File: config.mk
export PLATFORM = sky130hd
export DESIGN_NAME = simplez_mem_arbiter
export DESIGN_NICKNAME = d
export VERILOG_FILES = /design/src/rtl/simplez_mem_arbiter.sv
export SDC_FILE = /design/constraint.sdc
export NUM_CORES = 1
export LEC_CHECK = 0
export ABC_AREA = 1
export CAP_MARGIN = 10
export CORE_ASPECT_RATIO = 0.5
export CORE_MARGIN = 4
export CORE_UTILIZATION = 23
export DETAILED_ROUTE_END_ITERATION = 10
export GPL_TIMING_DRIVEN = 1
export PLACE_DENSITY = 0.8
export SLEW_MARGIN = 25
export SYNTH_ARGS = -nofsm -noshare
export SYNTH_HDL_FRONTEND = slang
export SYNTH_SLANG_ARGS = --single-unit
File: constraint.sdc
create_clock -name clk -period 1.3 [get_ports clk]
set_clock_uncertainty 0.2 [all_clocks]
set_input_delay 0.13 -clock clk [delete_from_list [all_inputs] [get_ports clk]]
set_output_delay 0.13 -clock clk [all_outputs]
set_load 0.05 [all_outputs]
File: src/rtl/simplez_mem_arbiter.sv
// Shares the Simplez 512x12 synchronous memory between the CPU and a debug/loader port.
// Round-robin per-cycle grants, one-cycle read latency, debug lock taken at an instruction boundary.
module simplez_mem_arbiter #(
    parameter int unsigned AW = 9,
    parameter int unsigned DW = 12
) (
    input  logic          clk,
    input  logic          rstn,
    input  logic          cpu_req,
    input  logic          cpu_we,
    input  logic [AW-1:0] cpu_addr,
    input  logic [DW-1:0] cpu_wdata,
    input  logic          cpu_idle,
    output logic          cpu_gnt,
    output logic          cpu_rvalid,
    output logic [DW-1:0] cpu_rdata,
    input  logic          dbg_req,
    input  logic          dbg_we,
    input  logic [AW-1:0] dbg_addr,
    input  logic [DW-1:0] dbg_wdata,
    output logic          dbg_gnt,
    output logic          dbg_rvalid,
    output logic [DW-1:0] dbg_rdata,
    input  logic          dbg_lock_req,
    output logic          dbg_lock_ack,
    output logic [AW-1:0] mem_addr,
    output logic          mem_we,
    output logic [DW-1:0] mem_wdata,
    input  logic [DW-1:0] mem_rdata
);

    typedef enum logic [1:0] {StShared, StDrain, StLocked} state_e;

    state_e state_q, state_d;
    logic   last_dbg_q, last_dbg_d;
    logic   sel_dbg_q, sel_dbg_d;
    logic   rd_cpu_q, rd_dbg_q;
    logic   cpu_elig;

    // A lock request blocks the CPU in the very cycle it appears, so the CPU loses any tie.
    assign cpu_elig = rstn && (state_q == StShared) && !dbg_lock_req;
    assign cpu_gnt  = cpu_elig && cpu_req && (!dbg_req || last_dbg_q);
    assign dbg_gnt  = rstn && dbg_req && !cpu_gnt;

    assign last_dbg_d = dbg_gnt ? 1'b1 : (cpu_gnt ? 1'b0 : last_dbg_q);
    // Select stays on the last winner when idle, so mem_addr holds steady without a grant.
    assign sel_dbg_d  = dbg_gnt ? 1'b1 : (cpu_gnt ? 1'b0 : sel_dbg_q);

    assign mem_addr  = sel_dbg_d ? dbg_addr : cpu_addr;
    assign mem_wdata = sel_dbg_d ? dbg_wdata : cpu_wdata;
    assign mem_we    = (cpu_gnt && cpu_we) || (dbg_gnt && dbg_we);

    assign cpu_rvalid   = rd_cpu_q;
    assign dbg_rvalid   = rd_dbg_q;
    assign cpu_rdata    = mem_rdata;
    assign dbg_rdata    = mem_rdata;
    assign dbg_lock_ack = (state_q == StLocked);

    always_comb begin
        state_d = state_q;
        case (state_q)
            StShared: if (dbg_lock_req) state_d = StDrain;
            StDrain: begin
                if (!dbg_lock_req) begin
                    state_d = StShared;
                end else if (cpu_idle && !rd_cpu_q) begin
                    state_d = StLocked;
                end
            end
            StLocked: if (!dbg_lock_req) state_d = StShared;
            default:  state_d = StShared;
        endcase
    end

    always_ff @(posedge clk) begin
        if (!rstn) begin
            state_q    <= StShared;
            last_dbg_q <= 1'b1;
            sel_dbg_q  <= 1'b0;
            rd_cpu_q   <= 1'b0;
            rd_dbg_q   <= 1'b0;
        end else begin
            state_q    <= state_d;
            last_dbg_q <= last_dbg_d;
            sel_dbg_q  <= sel_dbg_d;
            rd_cpu_q   <= cpu_gnt && !cpu_we;
            rd_dbg_q   <= dbg_gnt && !dbg_we;
        end
    end

endmodule

==> flow_metrics.py <==
metrics = {
    "synthesis": {
        "synth_cell_types": 15,
        "syn_inst": 130,
        "synth_compound_area_frac": 0.01656,
        "synthMuxAreaShare": 0,
        "synthTopCellsByArea": "nand2_1 (25%), buf_4 (24%), dfxtp_1 (16%)",
        "synth-adder-area-share": 0,
        "synth_top_area_share": 0.2483,
        "synth_xor_area_frac": 0,
        "syn_area_sq_um": 755.7,
        "yosysSeqAreaShare": 0.1589,
        "yosys.area_share.simple": 0.4901,
        "yosysTopAreaCell": "nand2_1",
        "ys_ff_latch": 6,
        "synth_ff_type": "dfxtp_1",
        "ys_async_sr_fraction": 0,
        "synth_nets": 192,
        "synthTopCellsByCount": "nand2_1 (50), buf_4 (24), nand3_1 (24)",
        "synth_top_family_by_area": "simple AND/OR/NAND/NOR gates",
        "yosysWarnings": 0,
        "syn_avg_cell_area_sq_um": 5.813,
        "synthMostInstantiatedCell": "nand2_1",
        "synth_edf_count": 0,
    },
    "layout": {
        "final_cell_area_sq_um": 2633,
        "fin_util": 0.8588,
        "antennaDiodeCount": 0,
        "fill_cells": 136,
        "area_growth_syn_to_layout_pct": 248.3,
        "nets": 267,
        "drive_above_1_share": 0.6305,
    },
    "timing": {
        "setup_ws_ns": -0.6072,
        "period_share": 1.467,
        "period_needed_ns": 1.907,
        "whs_ns": 0.06002,
        "setup_viol": 28,
        "rsz0062_at_grt": "true",
        "slew_viol_final": 0,
        "hold_violations": 0,
        "worstMarginPinSlew_ns": 0.2678,
        "max_freq_ghz": 0.5243,
        "max-slew-margin-rel": 0.8198,
    },
    "power": {
        "p_leak_nw": 1.056,
        "peakVddDrop_v": 0.0005409,
        "p_per_area_nw_per_um2": 764.2,
    },
    "setup_path": {
        "worst_setup_path_end_kind": "output port",
        "cpPeakStageDelay_ns": 0.30,
        "arrival_ns": 1.58,
        "crit_path_frequent_cell": "nand2_1",
        "crit_type": "flip-flop to output port",
        "required_ns": 0.97,
        "crit_fanout": 13,
        "start_kind": "flip-flop",
        "path_cells": "inv_1 > nand2_1 > nand2_4 > buf_6 > clkinvlp_4 > nand2_1 > nand2_2 > buf_12",
        "crit_path_top_delay_cell": "dfxtp_1",
        "critPathTopFamily": "buffers and inverters",
        "crit_buf_inv": 4,
    },
    "floorplan": {
        "die_area_sq_um": 4322,
        "chipWidth_microns": 89.07,
        "pin_count": 113,
        "start_util": 0.2465,
        "rows": 14,
        "core_sq_um": 3065,
        "dieHeight_microns": 48.53,
    },
    "run_status": {
        "outcome": "finished with violations",
        "violations": "setup timing",
    },
    "grt": {
        "antenna_found_initial": 0,
        "met2_usage": 0.3793,
        "groute.layer.met1.usage": 0.2080,
        "gr-usage-all-layers": 0.2026,
        "top_usage_layer": "met2",
        "grt_pass1_wl_mm": 6.762,
        "grt_use_met3": 0.05424,
        "gr-total-overflow": 0,
        "grt_max_degree": 14,
        "first_global_vias": 1312,
    },
    "clock_network": {
        "clk_pin_slew_worst_paths_ns": 0.04,
        "root_buffer": "clkbuf_8",
        "clk_path_buf_depth": 2,
        "cts_made_buffers": 3,
        "cts.sink_count": 6,
        "htreeDepth": 1,
        "cts-hold-fix-buffers": 0,
        "tritoncts": "done",
        "clkLatencyLatePin_ns": 0.23,
    },
    "detailed_routing": {
        "route.vias.total": 1180,
        "drtIter0Drc": 75,
        "avgViaCountPerCell": 4.856,
        "drt_first_pass_iters": 4,
        "drt_wl_total_mm": 4.734,
        "drc": 0,
        "postRouteAntennaNets": 0,
        "detail_route.wl_per_cell_microns": 19.48,
    },
    "worst_hold_path": {
        "worstHoldPathType": "input port to output port",
    },
    "placement": {
        "postPlaceCellArea_sq_um": 2360,
        "gp_congestion": 0.7477,
        "dp_hpwl_mm": 3.097,
        "io_buffers": 76,
        "preCtsSetupSlack_ns": -0.6892,
    },
    "flow_run": {
        "drv_cap": 0,
    },
}
## flip-flops by register name, summed over array words and instances (netlist names)
register and cells:
cpu_rvalid 1, state_q 2, last_dbg_q 1, dbg_rvalid 1
sel_dbg_q 1
## per-stage QoR
| stage | instances | TNS [ns] | total power [W] |
|---|---|---|---|
| finish | 243 | -13.73 | 0.002012 |
| global route | 243 | -14.82 | 0.002074 |
| CTS | 238 | -11.55 | 0.001966 |
| detailed placement | 232 | -16.71 | 0.001608 |
| global placement | 232 | -14.36 | 0.001584 |
| floorplan | 130 | -3.687 | 0.001164 |
## worst paths after layout
| check | start | endpoint | slack [ns] | cells after the start |
|---|---|---|---|---|
| max reg2reg | last_dbg_q$_SDFFE_PP1P_ | dbg_rvalid$_SDFF_PN0_ | -0.24 | 7 |
| max | last_dbg_q$_SDFFE_PP1P_ | mem_we | -0.61 | 8 |
| min | mem_rdata[2] | cpu_rdata[2] | 0.06 | 0 |
| min reg2reg | last_dbg_q$_SDFFE_PP1P_ | last_dbg_q$_SDFFE_PP1P_ | 0.37 | 2 |
## worst register-to-register path, cell delays in order (launching register included)
cell     delay, ns
dfxtp_1       0.30
inv_1         0.10
nand2_1       0.14
nand2_4       0.16
buf_6         0.20
nand2_1       0.11
buf_4         0.14
nor2_1        0.11
## cell families after synthesis
kind of cell    after synthesis
simple gates                 84
buf+inv                      38
flops                         6
compound gates                2
## layer usage
metal,up-vias,wire length [microns]
li1,535,-
met2,45,2577
met1,578,1695
met4,0,146
met3,22,314
met5,-,0
## cells in the final DEF, fill, tap and decap left out, types with 2 or more instances in the layout
cell type | netlist | final
inv_1 | 6 | 3
nor2_1 | 5 | 3
nand3_2 | 0 | 18
nand2_8 | 0 | 35
dlygate4sd2_1 | 0 | 4
nand2_4 | 2 | 10
nand2_1 | 50 | 6
buf_12 | 0 | 29
buf_4 | 24 | 17
inv_2 | 2 | 4
dfxtp_1 | 6 | 5
clkbuf_8 | 0 | 3
nor2_4 | 0 | 2
buf_6 | 2 | 4
clkdlybuf4s50_1 | 0 | 45
nand3_1 | 24 | 6
## where the power goes
part	switching (W)	leakage, nW	total (W)	internal, W
combinational	0.000795	0.985	0.00151	0.000717
sequential	0.00000498	0.0497	0.000198	0.000193
clock	0.0000996	0.0216	0.000300	0.000201
## cell type report
cell class,instances,area (sq um),area share
multi-input cells,86,1120,0.4254
repair buffers,100,1266,0.4810
clock buffers,3,41.29,0.01568
well taps,40,50.05,0.01901
flip-flops and latches,6,121.4,0.04610
inverters,8,33.78,0.01283
## what timing repair did
| item | 4_1_cts | 5_1_grt |
|---|---|---|
| endpoints found under the hold margin | 0 | 0 |
| setup buffers | 3 | 5 |
| pin swaps | 22 | 14 |
| resized for setup | 26 | 9 |
| setup endpoints to repair | 28 | 28 |
Power figures use the tool's default switching activity.
